$ cat src/rtl/arith_ctrl_seq_if.sv
// Micro-op handshake and datapath strobe bundle for arith_ctrl_seq.
// The select width follows the number of ALU operand sources.
interface arith_ctrl_seq_if #(
  parameter int NREG = 4
);
  localparam int SELW = $clog2(NREG);

  logic [4+2*SELW-1:0] uop;
  logic                uop_valid;
  logic                uop_ready;
  logic                ldm;
  logic                lda;
  logic                ldq;
  logic                sl;
  logic                sr;
  logic                srsel;
  logic [SELW-1:0]     asel;
  logic [SELW-1:0]     bsel;
  logic                mulst;
  logic                mulsel;
  logic                dprst;
  logic                done;
  logic                err;

  modport master (
    output uop, uop_valid,
    input  uop_ready, ldm, lda, ldq, sl, sr, srsel, asel, bsel,
    input  mulst, mulsel, dprst, done, err
  );

  modport slave (
    input  uop, uop_valid,
    output uop_ready, ldm, lda, ldq, sl, sr, srsel, asel, bsel,
    output mulst, mulsel, dprst, done, err
  );
endinterface

$ cat src/rtl/arith_ctrl_seq.sv
// Micro-op sequencer: turns accepted micro-ops into one-cycle registered datapath
// strobes and runs a WIDTH-cycle shift-add multiply sequence.
module arith_ctrl_seq #(
  parameter int WIDTH = 8,
  parameter int NREG  = 4
) (
  input logic             i_clk,
  input logic             i_rst_n,
  arith_ctrl_seq_if.slave bus
);
  localparam int SELW = $clog2(NREG);
  localparam int CW   = $clog2(WIDTH + 1);
  localparam logic [CW-1:0] LAST = CW'(WIDTH - 1);

  localparam logic [3:0] OP_DPRST = 4'd1;
  localparam logic [3:0] OP_LDM   = 4'd2;
  localparam logic [3:0] OP_LDQ   = 4'd3;
  localparam logic [3:0] OP_SL    = 4'd4;
  localparam logic [3:0] OP_SRL   = 4'd5;
  localparam logic [3:0] OP_SRA   = 4'd6;
  localparam logic [3:0] OP_ALU   = 4'd7;
  localparam logic [3:0] OP_MUL   = 4'd8;

  typedef enum logic [2:0] {
    S_IDLE,
    S_EXEC,
    S_MSTART,
    S_MRUN,
    S_MWB
  } state_t;

  state_t          r_state;
  state_t          w_state_nxt;
  logic [CW-1:0]   r_cnt;

  logic [3:0]      w_op;
  logic [SELW-1:0] w_asel_f;
  logic [SELW-1:0] w_bsel_f;
  logic            w_ready;
  logic            w_acc;
  logic            w_mul_last;

  logic            r_ldm, r_lda, r_ldq, r_sl, r_sr, r_srsel;
  logic            r_mulst, r_mulsel, r_dprst, r_done, r_err;
  logic [SELW-1:0] r_asel, r_bsel;

  logic            w_ldm, w_lda, w_ldq, w_sl, w_sr, w_srsel;
  logic            w_mulst, w_mulsel, w_dprst, w_done, w_err;
  logic [SELW-1:0] w_asel, w_bsel;

  assign w_op       = bus.uop[4+2*SELW-1 -: 4];
  assign w_asel_f   = bus.uop[2*SELW-1 -: SELW];
  assign w_bsel_f   = bus.uop[SELW-1:0];
  assign w_ready    = (r_state == S_IDLE) || (r_state == S_EXEC) || (r_state == S_MWB);
  assign w_acc      = bus.uop_valid && w_ready;
  assign w_mul_last = (r_state == S_MRUN) && (r_cnt == LAST);

  always_ff @(posedge i_clk or negedge i_rst_n) begin
    if (!i_rst_n) begin
      r_state <= S_IDLE;
      r_cnt   <= '0;
    end else begin
      r_state <= w_state_nxt;
      // Counter saturates at LAST so it can never wrap.
      if (r_state == S_MSTART)
        r_cnt <= '0;
      else if ((r_state == S_MRUN) && (r_cnt != LAST))
        r_cnt <= r_cnt + CW'(1);
    end
  end

  always_comb begin
    w_state_nxt = r_state;
    case (r_state)
      S_IDLE, S_EXEC, S_MWB: begin
        if (w_acc)
          w_state_nxt = (w_op == OP_MUL) ? S_MSTART : S_EXEC;
        else
          w_state_nxt = S_IDLE;
      end
      S_MSTART: w_state_nxt = S_MRUN;
      S_MRUN:   if (r_cnt == LAST) w_state_nxt = S_MWB;
      default:  w_state_nxt = S_IDLE;
    endcase
  end

  // Next values of the output registers, decoded from the op being accepted now.
  always_comb begin
    w_ldm    = w_acc && (w_op == OP_LDM);
    w_ldq    = (w_acc && (w_op == OP_LDQ)) || w_mul_last;
    w_lda    = (w_acc && (w_op == OP_ALU)) || w_mul_last;
    w_sl     = w_acc && (w_op == OP_SL);
    w_sr     = w_acc && ((w_op == OP_SRL) || (w_op == OP_SRA));
    w_mulst  = w_acc && (w_op == OP_MUL);
    w_mulsel = w_mul_last;
    w_dprst  = w_acc && (w_op == OP_DPRST);
    w_done   = (w_acc && (w_op != OP_MUL)) || w_mul_last;
    w_err    = w_acc && (w_op > OP_MUL);
    w_srsel  = r_srsel;
    if (w_acc && (w_op == OP_SRL)) w_srsel = 1'b0;
    if (w_acc && (w_op == OP_SRA)) w_srsel = 1'b1;
    w_asel   = r_asel;
    w_bsel   = r_bsel;
    if (w_acc && (w_op == OP_ALU)) begin
      w_asel = w_asel_f;
      w_bsel = w_bsel_f;
    end
  end

  always_ff @(posedge i_clk or negedge i_rst_n) begin
    if (!i_rst_n) begin
      r_ldm    <= 1'b0;
      r_lda    <= 1'b0;
      r_ldq    <= 1'b0;
      r_sl     <= 1'b0;
      r_sr     <= 1'b0;
      r_srsel  <= 1'b0;
      r_mulst  <= 1'b0;
      r_mulsel <= 1'b0;
      r_dprst  <= 1'b1;
      r_done   <= 1'b0;
      r_err    <= 1'b0;
      r_asel   <= '0;
      r_bsel   <= '0;
    end else begin
      r_ldm    <= w_ldm;
      r_lda    <= w_lda;
      r_ldq    <= w_ldq;
      r_sl     <= w_sl;
      r_sr     <= w_sr;
      r_srsel  <= w_srsel;
      r_mulst  <= w_mulst;
      r_mulsel <= w_mulsel;
      r_dprst  <= w_dprst;
      r_done   <= w_done;
      r_err    <= w_err;
      r_asel   <= w_asel;
      r_bsel   <= w_bsel;
    end
  end

  assign bus.uop_ready = w_ready;
  assign bus.ldm       = r_ldm;
  assign bus.lda       = r_lda;
  assign bus.ldq       = r_ldq;
  assign bus.sl        = r_sl;
  assign bus.sr        = r_sr;
  assign bus.srsel     = r_srsel;
  assign bus.asel      = r_asel;
  assign bus.bsel      = r_bsel;
  assign bus.mulst     = r_mulst;
  assign bus.mulsel    = r_mulsel;
  assign bus.dprst     = r_dprst;
  assign bus.done      = r_done;
  assign bus.err       = r_err;
endmodule

$ cat src/flat_wrapper.sv
// flat-port wrapper written by rule: the top's interface ports become plain ports
module arith_ctrl_seq_flat 
#(
  parameter int WIDTH = 8,
  parameter int NREG  = 4
)
  (i_clk, i_rst_n, bus_uop, bus_uop_valid, bus_uop_ready, bus_ldm, bus_lda, bus_ldq, bus_sl, bus_sr, bus_srsel, bus_asel, bus_bsel, bus_mulst, bus_mulsel, bus_dprst, bus_done, bus_err);
  arith_ctrl_seq_if #(.NREG(NREG)) bus_i ();
  input logic i_clk;
  input logic i_rst_n;
  input wire logic [$bits(bus_i.uop)-1:0] bus_uop;
  input wire logic [$bits(bus_i.uop_valid)-1:0] bus_uop_valid;
  output wire logic [$bits(bus_i.uop_ready)-1:0] bus_uop_ready;
  output wire logic [$bits(bus_i.ldm)-1:0] bus_ldm;
  output wire logic [$bits(bus_i.lda)-1:0] bus_lda;
  output wire logic [$bits(bus_i.ldq)-1:0] bus_ldq;
  output wire logic [$bits(bus_i.sl)-1:0] bus_sl;
  output wire logic [$bits(bus_i.sr)-1:0] bus_sr;
  output wire logic [$bits(bus_i.srsel)-1:0] bus_srsel;
  output wire logic [$bits(bus_i.asel)-1:0] bus_asel;
  output wire logic [$bits(bus_i.bsel)-1:0] bus_bsel;
  output wire logic [$bits(bus_i.mulst)-1:0] bus_mulst;
  output wire logic [$bits(bus_i.mulsel)-1:0] bus_mulsel;
  output wire logic [$bits(bus_i.dprst)-1:0] bus_dprst;
  output wire logic [$bits(bus_i.done)-1:0] bus_done;
  output wire logic [$bits(bus_i.err)-1:0] bus_err;
  assign bus_i.uop = bus_uop;
  assign bus_i.uop_valid = bus_uop_valid;
  assign bus_uop_ready = bus_i.uop_ready;
  assign bus_ldm = bus_i.ldm;
  assign bus_lda = bus_i.lda;
  assign bus_ldq = bus_i.ldq;
  assign bus_sl = bus_i.sl;
  assign bus_sr = bus_i.sr;
  assign bus_srsel = bus_i.srsel;
  assign bus_asel = bus_i.asel;
  assign bus_bsel = bus_i.bsel;
  assign bus_mulst = bus_i.mulst;
  assign bus_mulsel = bus_i.mulsel;
  assign bus_dprst = bus_i.dprst;
  assign bus_done = bus_i.done;
  assign bus_err = bus_i.err;
  arith_ctrl_seq #(.WIDTH(WIDTH), .NREG(NREG)) u_core (.i_clk(i_clk), .i_rst_n(i_rst_n), .bus(bus_i));
endmodule
$ cat config.mk
export PLATFORM = sky130hd
export DESIGN_NAME = arith_ctrl_seq_flat
export DESIGN_NICKNAME = d
export VERILOG_FILES = /design/src/rtl/arith_ctrl_seq_if.sv /design/src/rtl/arith_ctrl_seq.sv /design/src/flat_wrapper.sv
export SDC_FILE = /design/constraint.sdc
export NUM_CORES = 1
export LEC_CHECK = 0
export BUFFER_PORTS_ARGS = -buffer_cell sky130_fd_sc_hd__buf_2
export CAP_MARGIN = 15
export CORE_MARGIN = 2
export CORE_UTILIZATION = 50
export DETAILED_ROUTE_END_ITERATION = 12
export PLACE_DENSITY_LB_ADDON = 0.3
export SYNTH_ARGS = -nofsm -noshare
export SYNTH_HDL_FRONTEND = slang
export SYNTH_SLANG_ARGS = --single-unit
$ cat constraint.sdc
create_clock -name i_clk -period 1.5 [get_ports i_clk]
set_input_delay 0.15 -clock i_clk [delete_from_list [all_inputs] [get_ports i_clk]]
set_output_delay 0.15 -clock i_clk [all_outputs]
set_load 0.03 [all_outputs]
Yosys cells after proc, flatten, opt, wreduce, memory -nomap -nowiden
Cells that the tools add are included.
- output and inout port bits: 16
- register bits after elaboration: 22
- input bits: 11
- logic and storage cells: 65
- add/sub/neg operators: 1
- mux-type cells: 8
- magnitude comparators: 1
- reduce and logical (&&, ||, !) cells: 24
- equality and inequality tests: 16
- operators by type and width (operator ; count):
    $eq 4x3->1 const B ; 5
    $logic_and 1x1->1 ; 14
    $pmux 3 s3 ; 1
    $eq 4x2->1 const B ; 2
    $mux 4 ; 2
    $eq 3x2->1 const B ; 2
    $logic_or 1x1->1 ; 6
    $mux 3 ; 2
    $add 4x1->4 const B ; 1
    $eq 4x1->1 const B ; 1
    $eq 4x4->1 const B ; 1
    $gt 4x4->1 const B ; 1
    $ne 4x3->1 const B ; 1
    $ne 4x4->1 const B ; 1
    $reduce_bool 2->1 ; 2
    $eq 3x1->1 const B ; 1
    $eq 3x3->1 const B ; 1
    $logic_not 3->1 ; 1
    $reduce_or 3->1 ; 1
    $mux 1 ; 2
    $mux 2 ; 1
    $ne 2x2->1 const B ; 1

Logic depth before layout (Yosys ltp)
Gate-level depths: netlist of the first run.
- word-level depth: 7
- depth in mapped cells: 4
- mapped depth without buffers: 4

Worst setup path after synthesis of the first run
No wires, ideal clock.
- kind: reg2reg
- from: reg u_core.r_state[1]
- to: reg u_core.r_asel[0] (netlist: u_core.bus.asel[0])
- arrival: 1.216 ns
- buffers on the path: 0
- clock period less this slack: 1.341 ns
- cell stages (with the launch flop): 4
- library setup time: 0.125 ns
- path slack: 0.159 ns
- data required time: 1.375 ns
- cell sequence: dfrtp_1 a21oi_4 nand4_4 mux2_2
- longest elaborated chain between the ends: 5
- elaborated cells on any way between the ends: 7
- classes of those cells: 2 x eq/ne; 5 x reduce/logical
- ends and longest elaborated chain (what ; RTL line ; RTL):
    start, declared ; arith_ctrl_seq.sv:32 ; state_t r_state;
    start signal, assigned ; arith_ctrl_seq.sv:63 ; r_state <= w_state_nxt;
    $eq 3x1->1 / $logic_not 3->1 (equally long branches) ; arith_ctrl_seq.sv:54 ; assign w_ready = (r_state == S_IDLE) || (r_state == S_EXEC) || (r_state == S_MWB);
    $logic_or 1x1->1 ; arith_ctrl_seq.sv:54 ;
    $logic_or 1x1->1 (*) ; arith_ctrl_seq.sv:54 ;
    via bus_uop_ready ; flat_wrapper.sv:13 ; output wire logic [$bits(bus_i.uop_ready)-1:0] bus_uop_ready;
    $logic_and 1x1->1 (*) ; arith_ctrl_seq.sv:55 ; assign w_acc = bus.uop_valid && w_ready;
    $logic_and 1x1->1 (*) ; arith_ctrl_seq.sv:104 ; if (w_acc && (w_op == OP_ALU)) begin
    end signal, assigned ; arith_ctrl_seq.sv:137 ; r_asel <= w_asel;
    end, declared ; arith_ctrl_seq.sv:45 ; logic [SELW-1:0] r_asel, r_bsel;
The timed path passes the listed nets; every way through them passes the cells marked *.
A chain may end at the register's enable or synchronous reset.

Final worst setup path of the first run
- from: reg u_core.r_cnt[0]
- to: reg u_core.r_done (netlist: u_core.bus.done)
- longest elaborated chain between the ends: 3
- ends and longest elaborated chain (what ; RTL line ; RTL):
    start, declared ; arith_ctrl_seq.sv:34 ; logic [CW-1:0] r_cnt;
    start signal, assigned ; arith_ctrl_seq.sv:68 ; r_cnt <= r_cnt + CW'(1);
    $eq 4x3->1 ; arith_ctrl_seq.sv:56 ; assign w_mul_last = (r_state == S_MRUN) && (r_cnt == LAST);
    $logic_and 1x1->1 ; arith_ctrl_seq.sv:56 ;
    $logic_or 1x1->1 ; arith_ctrl_seq.sv:97 ; w_done = (w_acc && (w_op != OP_MUL)) || w_mul_last;
    via u_core.w_done ; arith_ctrl_seq.sv:48 ; logic w_mulst, w_mulsel, w_dprst, w_done, w_err;
    end signal, assigned ; arith_ctrl_seq.sv:135 ; r_done <= w_done;
    end, declared ; arith_ctrl_seq.sv:44 ; logic r_mulst, r_mulsel, r_dprst, r_done, r_err;
The timed path passes the listed nets, and every way through them passes these cells.

==> results of run 1 <==
==> cells in the mapped netlist <==
library cell  number
dfrtp_1           21
nand2_1            8
a21oi_1            6
nand3_1            5
mux2_2             4
nor2_1             4
inv_1              3
o21ai_0            3
a31oi_1            2
nand4_1            2
nor4_1             2
or2b_1             2
a21oi_4            1
a32o_1             1
and2_1             1
and2b_1            1
and2b_2            1
and3_1             1
and3b_1            1
and4bb_2           1
clkbuf_1           1
dfstp_2            1
ha_1               1
nand2b_1           1
nand3b_1           1
nand4_4            1
nand4b_1           1
nor3_1             1
nor3b_1            1
nor4b_1            1
o221ai_1           1
o41ai_2            1
or4b_1             1
==> path summary, 6_finish.rpt <==
path,endpoint
min reg2reg,u_core.bus.asel[0]$_DFFE_PN0P_
min,u_core.bus.dprst$_DFF_PN1_
min in group asynchronous,u_core.bus.ldq$_DFF_PN0_
max,u_core.bus.done$_DFF_PN0_
max reg2reg,u_core.bus.done$_DFF_PN0_
max in group asynchronous,u_core.bus.dprst$_DFF_PN1_
==> kinds of logic (layout without fill, tap and decap cells) <==
group | Yosys count | count (layout)
AND/OR/NAND/NOR | 37 | 37
flip-flops | 22 | 22
AO/OA/AOI/OAI | 15 | 15
multiplexers | 4 | 4
buffers and inverters | 4 | 36
adder cells (fa/ha/maj) | 1 | 1
==> registers in the layout, indices dropped and copies added (netlist names) <==
signal	count
u_core.bus.asel	2
u_core.bus.bsel	2
u_core.bus.done	1
u_core.bus.dprst	1
u_core.bus.err	1
u_core.bus.lda	1
u_core.bus.ldm	1
u_core.bus.ldq	1
u_core.bus.mulsel	1
u_core.bus.mulst	1
u_core.bus.sl	1
u_core.bus.sr	1
u_core.bus.srsel	1
u_core.r_cnt	4
u_core.r_state	3
==> layer usage <==
layer  vias to the layer above  global-route usage
li1                        367                   -
met1                       362               0.232
met2                        14               0.320
met3                         2              0.0264
met4                         0              0.0811
met5                         -                   0
==> cell type report <==
cell class,count,area (um^2)
clock buffers,4,26.3
fillers,142,593
inverters,3,11.3
multi-input cells,57,402
flip-flops and latches,22,552
well taps,25,31.3
repair buffers,29,168
==> report_power, final <==
group | total (mW) | internal [mW] | leakage [nW] | switching [mW]
Combinational | 0.759 | 0.301 | 0.309 | 0.458
Sequential | 0.862 | 0.738 | 0.283 | 0.125
Clock | 0.274 | 0.104 | 0.0150 | 0.171
==> metrics by stage <==
step	std cells	total power, mW	area (um^2)	util	hold WS (ps)
finish	140	1.90	1190	0.667	61.5
global route	140	2.03	1190	0.667	57.8
CTS	139	1.85	1170	0.656	43.9
detailed placement	134	1.57	1130	0.636	138
global placement	134	1.54	1130	0.636	132
floorplan	83	1.35	968	-	-146
==> what timing repair did <==
action / in CTS / in global routing
hold buffers: 1 / 0
endpoints found under the setup margin: 0 / 1
setup buffers: 0 / 1
gates resized for setup: 0 / 0
hold endpoints to repair: 21 / 0
==> qor.yml, run 1 <==
timing:
  period_needed_ps: 1360
  setup_tns_ps: 0
  slew_violations: 0
  max_freq_mhz: 737
  fin_worst_skew_ps: 7.59
  rsz0062_at_grt: "no"
  hold_violations: 0
  setup_slack_ps: 143
  worst_slew_pin_slew_ps: 596
  slew_headroom: 0.597
  final.period_utilization: 0.905
  setup_viol_count_final: 0
place:
  io_buffers: 26
  hpwlAfterDp_mm: 1.33
  gpl.final_weighted_congestion: 0.803
  pre_cts_slack_ps: 177
drt:
  drt-initial-drc-count: 10
  met2_length_um: 915
  wire_per_inst_um: 12.9
  routed_wirelength_mm: 1.81
  drt_pass1_iterations: 4
  drc: 0
  wl_met1_um: 798
  routed.top_layer: "met4"
  via_count: 745
  via_per_inst: 5.32
  ant_nets: 0
  met3WireLength_um: 86
clocking:
  htree_levels: 1
  cts_tree: "yes"
  clk_pin_slew_ps: 120
  clock_path_buffers: 2
  cts-root-buf: "clkbuf_4"
  clock_latency_ps: 300
  cts_inserted_buffers: 3
  cts.sinks: 22
run:
  drv_cap: 0
critical_path:
  path_delay_family: "flip-flops"
  startpoint_type: "flop"
  cp.required_ps: 1660
  path_cells: "ha_1 -> and3b_1 -> nand3_1 -> o21ai_0"
  path_buf_inv: 0
  r2r_start: "u_core.r_cnt[0]$_DFFE_PN0P_"
  cp_max_fo: 5
  slowest_stage: "dfrtp_1"
  ff2ff_setup_slack_ps: 140
  crit_path_end_kind: "flop"
  critPathArrivalTime_ps: 1520
  crit_cells: 4
  cpPeakStageDelay_ps: 430
  crit_start: "u_core.r_cnt[0]$_DFFE_PN0P_"
  reg2reg_depth: 4
  critical_path_class: "reg2reg"
yosys:
  netlist_area_um2: 968
  synth_compound_area_frac: 0.112
  synthAdderAreaFrac: 0.0129
  netlist_top_cells_area: "dfrtp_1, mux2_2, a21oi_1, nand2_1, dfstp_2"
  synth_xor_area_frac: 0
  yosysTopAreaCellShare: 0.543
  yosys.area_share.simple: 0.243
  syn_nets: 95
  yosysWarnings: 0
  ys_seq_area_frac: 0.570
  synthDistinctLibCells: 33
  synth_top_family_by_area: "simple AND/OR/NAND/NOR gates"
  netlist_instances: 83
  yosysTopAreaCell: "dfrtp_1"
  avgSynthCellArea_um2: 11.7
  ys_ff_latch: 22
  synthMuxAreaShare: 0.0465
final_layout:
  num_antenna_cells: 0
  finalNetCount: 128
  drive_above_1_share: 0.357
  final_cell_mix: "buf_2, dfrtp_1, nand2_1"
  syn_to_final_growth_pct: 22.9
  layout_commonest_cell: "buf_2"
power:
  p_leak_nw: 0.607
  peakVddDrop_uv: 868
  pwr_density_cell_nw_per_um2: 1590
global_route:
  overflow: 0
  grt_pass1_vias: 719
  grt_pass1_wl_mm: 3.00
  antenna_found_initial: 0
  grt_max_degree: 23
  grt.total_usage: 0.186
floorplan:
  fp.coreArea_um2: 1780
  start_util: 0.543
  die_area_um2: 2300
  die_y_um: 48.0
  ioPinCount: 27
  fp.dieW_um: 48.0
  row_count: 15
status:
  outcome: "finished clean"
worst_hold_path:
  hold_depth: 2
  hold_path.startpoint: "bus_uop[6]"
  hp-class: "in2reg"
Power figures use the tool's default switching activity.
==> inputs of run 2 (changes only) <==
--- a/config.mk
+++ b/config.mk
@@ -7,8 +7,9 @@
 export LEC_CHECK = 0
 export BUFFER_PORTS_ARGS = -buffer_cell sky130_fd_sc_hd__buf_2
 export CAP_MARGIN = 15
+export CORE_ASPECT_RATIO = 1.25
 export CORE_MARGIN = 2
-export CORE_UTILIZATION = 50
+export CORE_UTILIZATION = 45
 export DETAILED_ROUTE_END_ITERATION = 12
 export PLACE_DENSITY_LB_ADDON = 0.3
 export SYNTH_ARGS = -nofsm -noshare
==> constraint.sdc (replaced) <==
create_clock -name i_clk -period 1.1 [get_ports i_clk]
set_input_delay 0.11 -clock i_clk [delete_from_list [all_inputs] [get_ports i_clk]]
set_output_delay 0.11 -clock i_clk [all_outputs]
set_load 0.03 [all_outputs]
==> qor.yml, run 2 (same netlist as run 1, synthesis figures left out) <==
floorplan:
  row_count: 18
  fp.coreArea_um2: 2000
  die_y_um: 55.9
  start_util: 0.483
  die_area_um2: 2540
  ioPinCount: 27
  fp.dieW_um: 45.5
drt:
  routed_wirelength_mm: 2.12
  via_per_inst: 5.51
  wire_per_inst_um: 14.1
  drt-initial-drc-count: 11
  drc: 0
  ant_nets: 0
  drt_pass1_iterations: 4
  via_count: 827
clocking:
  cts_tree: "yes"
  clk_pin_slew_ps: 120
  cts.sinks: 22
  clock_path_buffers: 2
  cts_inserted_buffers: 3
  cts-root-buf: "clkbuf_4"
  clock_latency_ps: 310
  htree_levels: 1
final_layout:
  largest_reg_flops: 4
  syn_to_final_growth_pct: 45.5
  top_register: "u_core.r_cnt"
  drive_above_1_share: 0.585
  final_cell_mix: "buf_2, dfrtp_1, buf_4"
  fin_area_um2: 1410
  fill_cells: 143
  instances_no_fill: 150
  seqCellArea_um2: 553
  num_antenna_cells: 0
  multi_input_area_um2: 495
  finalNetCount: 143
  layout_commonest_cell: "buf_2"
  top_regs: "u_core.r_cnt: 4 flops, u_core.r_state: 3 flops"
timing:
  slew_headroom: 0.675
  hold_violations: 0
  setup_slack_ps: -172
  slew_violations: 0
  max_freq_mhz: 786
  fin_worst_skew_ps: 2.37
  worst_slew_pin_slew_ps: 487
  period_needed_ps: 1270
  setup_viol_count_final: 13
  final.period_utilization: 1.16
  rsz0062_at_grt: "yes"
  setup_tns_ps: -1110
critical_path:
  critical_path_class: "reg2out"
  cp_max_fo: 2
  critPathArrivalTime_ps: 1160
  path_buf_inv: 2
  path_delay_family: "flip-flops"
  path_cells: "a21oi_4 -> buf_6 -> buf_6"
  cp_common_cell: "buf_6"
  startpoint_type: "flop"
  cpPeakStageDelay_ps: 430
  cp.required_ps: 990
  slowest_stage: "dfrtp_1"
  crit_path_end_kind: "output port"
place:
  hpwlAfterDp_mm: 1.46
  gpl.final_weighted_congestion: 0.782
  dpl.cell_count: 142
  placed_area_um2: 1230
  io_buffers: 26
status:
  outcome: "complete, but fails checks"
  violations: "setup timing"
power:
  pwr_density_cell_nw_per_um2: 2150
  p_leak_nw: 0.700
  total_power_mw: 3.03
  peakVddDrop_uv: 1520
global_route:
  grt_max_degree: 23
  grt.total_usage: 0.172
  overflow: 0
  grt_pass1_wl_mm: 3.19
  antenna_found_initial: 0
  grt_pass1_vias: 755
run:
  drv_cap: 0
worst_hold_path:
  hp-class: "in2reg"
-- run 2: worst register-to-register path: stages (launching register included) --
cell and delay, ps:
dfrtp_1 430, a21oi_4 180, buf_6 140, nand4_4 100, mux2_2 310
-- run 2: cell type report --
| class | count | share of cell area |
|---|---|---|
| well taps | 20 | 0.0178 |
| clock buffers | 4 | 0.0258 |
| multi-input cells | 57 | 0.352 |
| inverters | 3 | 0.00799 |
| flip-flops and latches | 22 | 0.393 |
| repair buffers | 44 | 0.204 |
-- run 2: final timing paths --
path / start / endpoint / slack, ps / cells past startpoint
worst max-delay path: u_core.r_state[0]$_DFFE_PN0P_ / bus_uop_ready / -170 / 3
worst min-delay path: bus_uop[0] / u_core.bus.bsel[0]$_DFFE_PN0P_ / 20 / 2
worst max register to register: u_core.r_state[0]$_DFFE_PN0P_ / u_core.bus.bsel[1]$_DFFE_PN0P_ / -160 / 4
worst min register to register: u_core.bus.bsel[0]$_DFFE_PN0P_ / u_core.bus.bsel[0]$_DFFE_PN0P_ / 510 / 1
max in group asynchronous: i_rst_n / u_core.r_state[1]$_DFFE_PN0P_ / 470 / 2
min in group asynchronous: i_rst_n / u_core.bus.err$_DFF_PN0_ / 280 / 2
-- run 2: routing by layer --
layer	vias to the layer above	global-route usage	part of all wire
met4	0	0.0882	0.018
li1	399	-	-
met2	23	0.276	0.53
met5	-	0	0
met3	4	0.0292	0.047
met1	401	0.212	0.41
-- run 2: where the power goes --
group / internal [mW] / switching (mW)
sequential: 1.01 / 0.148
clock: 0.202 / 0.241
combinational: 0.639 / 0.788
total: 1.85 / 1.18
-- run 2: repair_timing --
action | CTS | global route
hold endpoints to repair | 21 | 0
endpoints found under the setup margin | 20 | 24
pin swaps | 8 | 4
gates resized for setup | 17 | 12
setup buffers | 2 | 1
hold buffers | 1 | 0
-- run 2: per-stage QoR --
step | hold WS (ps) | setup slack, ps | utilization
after floorplan | -186 | -222 | -
after global placement | 89.5 | -41.1 | 0.615
after detailed placement | 94.3 | -91.3 | 0.615
after CTS | 14.4 | -180 | 0.676
after global routing | 9.55 | -215 | 0.703
final | 22.0 | -172 | 0.703
==> inputs of run 3 (changes only) <==
--- a/config.mk
+++ b/config.mk
@@ -9,7 +9,7 @@
 export CAP_MARGIN = 15
 export CORE_ASPECT_RATIO = 1.25
 export CORE_MARGIN = 2
-export CORE_UTILIZATION = 45
+export CORE_UTILIZATION = 50
 export DETAILED_ROUTE_END_ITERATION = 12
 export PLACE_DENSITY_LB_ADDON = 0.3
 export SYNTH_ARGS = -nofsm -noshare
==> constraint.sdc (replaced) <==
create_clock -name i_clk -period 1.2 [get_ports i_clk]
set_input_delay 0.12 -clock i_clk [delete_from_list [all_inputs] [get_ports i_clk]]
set_output_delay 0.12 -clock i_clk [all_outputs]
set_load 0.03 [all_outputs]
==> qor.yml, run 3 (same netlist as run 1, synthesis figures left out) <==
status:
  outcome: "complete, but fails checks"
  violations: "setup timing"
critical_path:
  cpPeakStageDelay_ps: 430
  crit_path_end_kind: "flop"
  startpoint_type: "flop"
  cp_max_fo: 5
  path_buf_inv: 1
  critical_path_class: "reg2reg"
  path_delay_family: "flip-flops"
  critPathArrivalTime_ps: 1490
  slowest_stage: "dfrtp_1"
  path_cells: "a21oi_4 -> buf_6 -> nand4_4 -> mux2_4"
  cp.required_ps: 1410
drt:
  wire_per_inst_um: 14.1
  drc: 0
  drt_pass1_iterations: 4
  drt-initial-drc-count: 9
  ant_nets: 0
  routed_wirelength_mm: 1.99
  via_per_inst: 5.67
  via_count: 800
floorplan:
  start_util: 0.542
  row_count: 17
  ioPinCount: 27
  die_area_um2: 2310
  fp.coreArea_um2: 1790
  die_y_um: 53.2
  fp.dieW_um: 43.4
worst_hold_path:
  hp-class: "in2reg"
final_layout:
  drive_above_1_share: 0.484
  final_cell_mix: "buf_2, dfrtp_1, nand2_1, buf_4, a21oi_1"
  top_regs: "u_core.r_cnt: 4 flops, u_core.r_state: 3 flops"
  largest_reg_flops: 4
  top_register: "u_core.r_cnt"
  finalNetCount: 135
  multi_input_area_um2: 464
  num_antenna_cells: 0
  layout_commonest_cell: "buf_2"
  syn_to_final_growth_pct: 34.2
  seqCellArea_um2: 553
  fill_cells: 130
  finish.utilization: 0.728
power:
  pwr_density_cell_nw_per_um2: 2030
  p_leak_nw: 0.646
  peakVddDrop_uv: 1290
timing:
  slew_headroom: 0.685
  setup_slack_ps: -88.3
  worst_slew_pin_slew_ps: 472
  slew_violations: 0
  setup_viol_count_final: 5
  hold_violations: 0
  fin_worst_skew_ps: 3.56
  timing.hold.ws_ps: 35.2
  max_freq_mhz: 776
  final.period_utilization: 1.07
  rsz0062_at_grt: "yes"
  setup_tns_ps: -359
  period_needed_ps: 1290
clocking:
  cts_inserted_buffers: 3
  cts_tree: "yes"
  cts-root-buf: "clkbuf_4"
  cts.sinks: 22
  clock_latency_ps: 310
  htree_levels: 1
  clock_path_buffers: 2
  clk_pin_slew_ps: 120
global_route:
  grt_pass1_wl_mm: 3.13
  grt_pass1_vias: 721
  grt_max_degree: 23
  overflow: 0
  antenna_found_initial: 0
  grt.total_usage: 0.186
place:
  hpwlAfterDp_mm: 1.36
  pre_cts_slack_ps: -27.3
  io_buffers: 26
  gpl.final_weighted_congestion: 0.820
run:
  drv_cap: 0
run 3: stage by stage:
step	instances	instance area (um^2)	power, mW
global placement	135	1180	2.06
floorplan	83	975	1.70
finish	141	1300	2.64
global route	141	1300	2.82
detailed placement	135	1180	2.09
CTS	141	1240	2.50
run 3: power by group:
group	switching [mW]	internal (mW)	total, mW	leakage, nW
combinational	0.676	0.540	1.22	0.349
sequential	0.146	0.926	1.07	0.282
clock	0.218	0.130	0.347	0.0150
total	1.04	1.60	2.64	0.646
run 3: metal layers:
metal | track usage | share of wire | vias to the layer above
met2 | 0.311 | 0.52 | 31
met1 | 0.238 | 0.41 | 381
met4 | 0.0909 | 0.012 | 0
li1 | - | - | 384
met3 | 0.0205 | 0.055 | 4
met5 | 0 | 0 | -
run 3: layout make-up:
cell class,count,share of cell area
timing repair buffer,36,0.170
multi-input combinational,57,0.357
inverter,3,0.00866
tap,19,0.0183
sequential,22,0.425
clock buffer,4,0.0202
run 3: worst reg2reg max path, cell delays in order, from the launching register on:
cell and delay (ps):
dfrtp_1 430, a21oi_4 180, buf_6 130, nand4_4 120, mux2_4 330
run 3: path summary, 6_finish.rpt:
check	cells after the start	slack [ps]	endpoint	startpoint
max reg2reg	4	-90	u_core.bus.asel[0]$_DFFE_PN0P_	u_core.r_state[0]$_DFFE_PN0P_
max	4	-90	u_core.bus.asel[0]$_DFFE_PN0P_	u_core.r_state[0]$_DFFE_PN0P_
min	2	40	u_core.bus.asel[1]$_DFFE_PN0P_	bus_uop[3]
max in group asynchronous	2	570	u_core.r_state[1]$_DFFE_PN0P_	i_rst_n
min reg2reg	1	520	u_core.bus.bsel[1]$_DFFE_PN0P_	u_core.bus.bsel[1]$_DFFE_PN0P_
min in group asynchronous	2	280	u_core.bus.ldm$_DFF_PN0_	i_rst_n
run 3: repair_timing:
action,in CTS,in global routing
hold endpoints to repair,21,0
gates resized for setup,3,14
endpoints found under the setup margin,11,17
pin swaps,1,4
hold buffers,1,0
buffers inserted,1,0
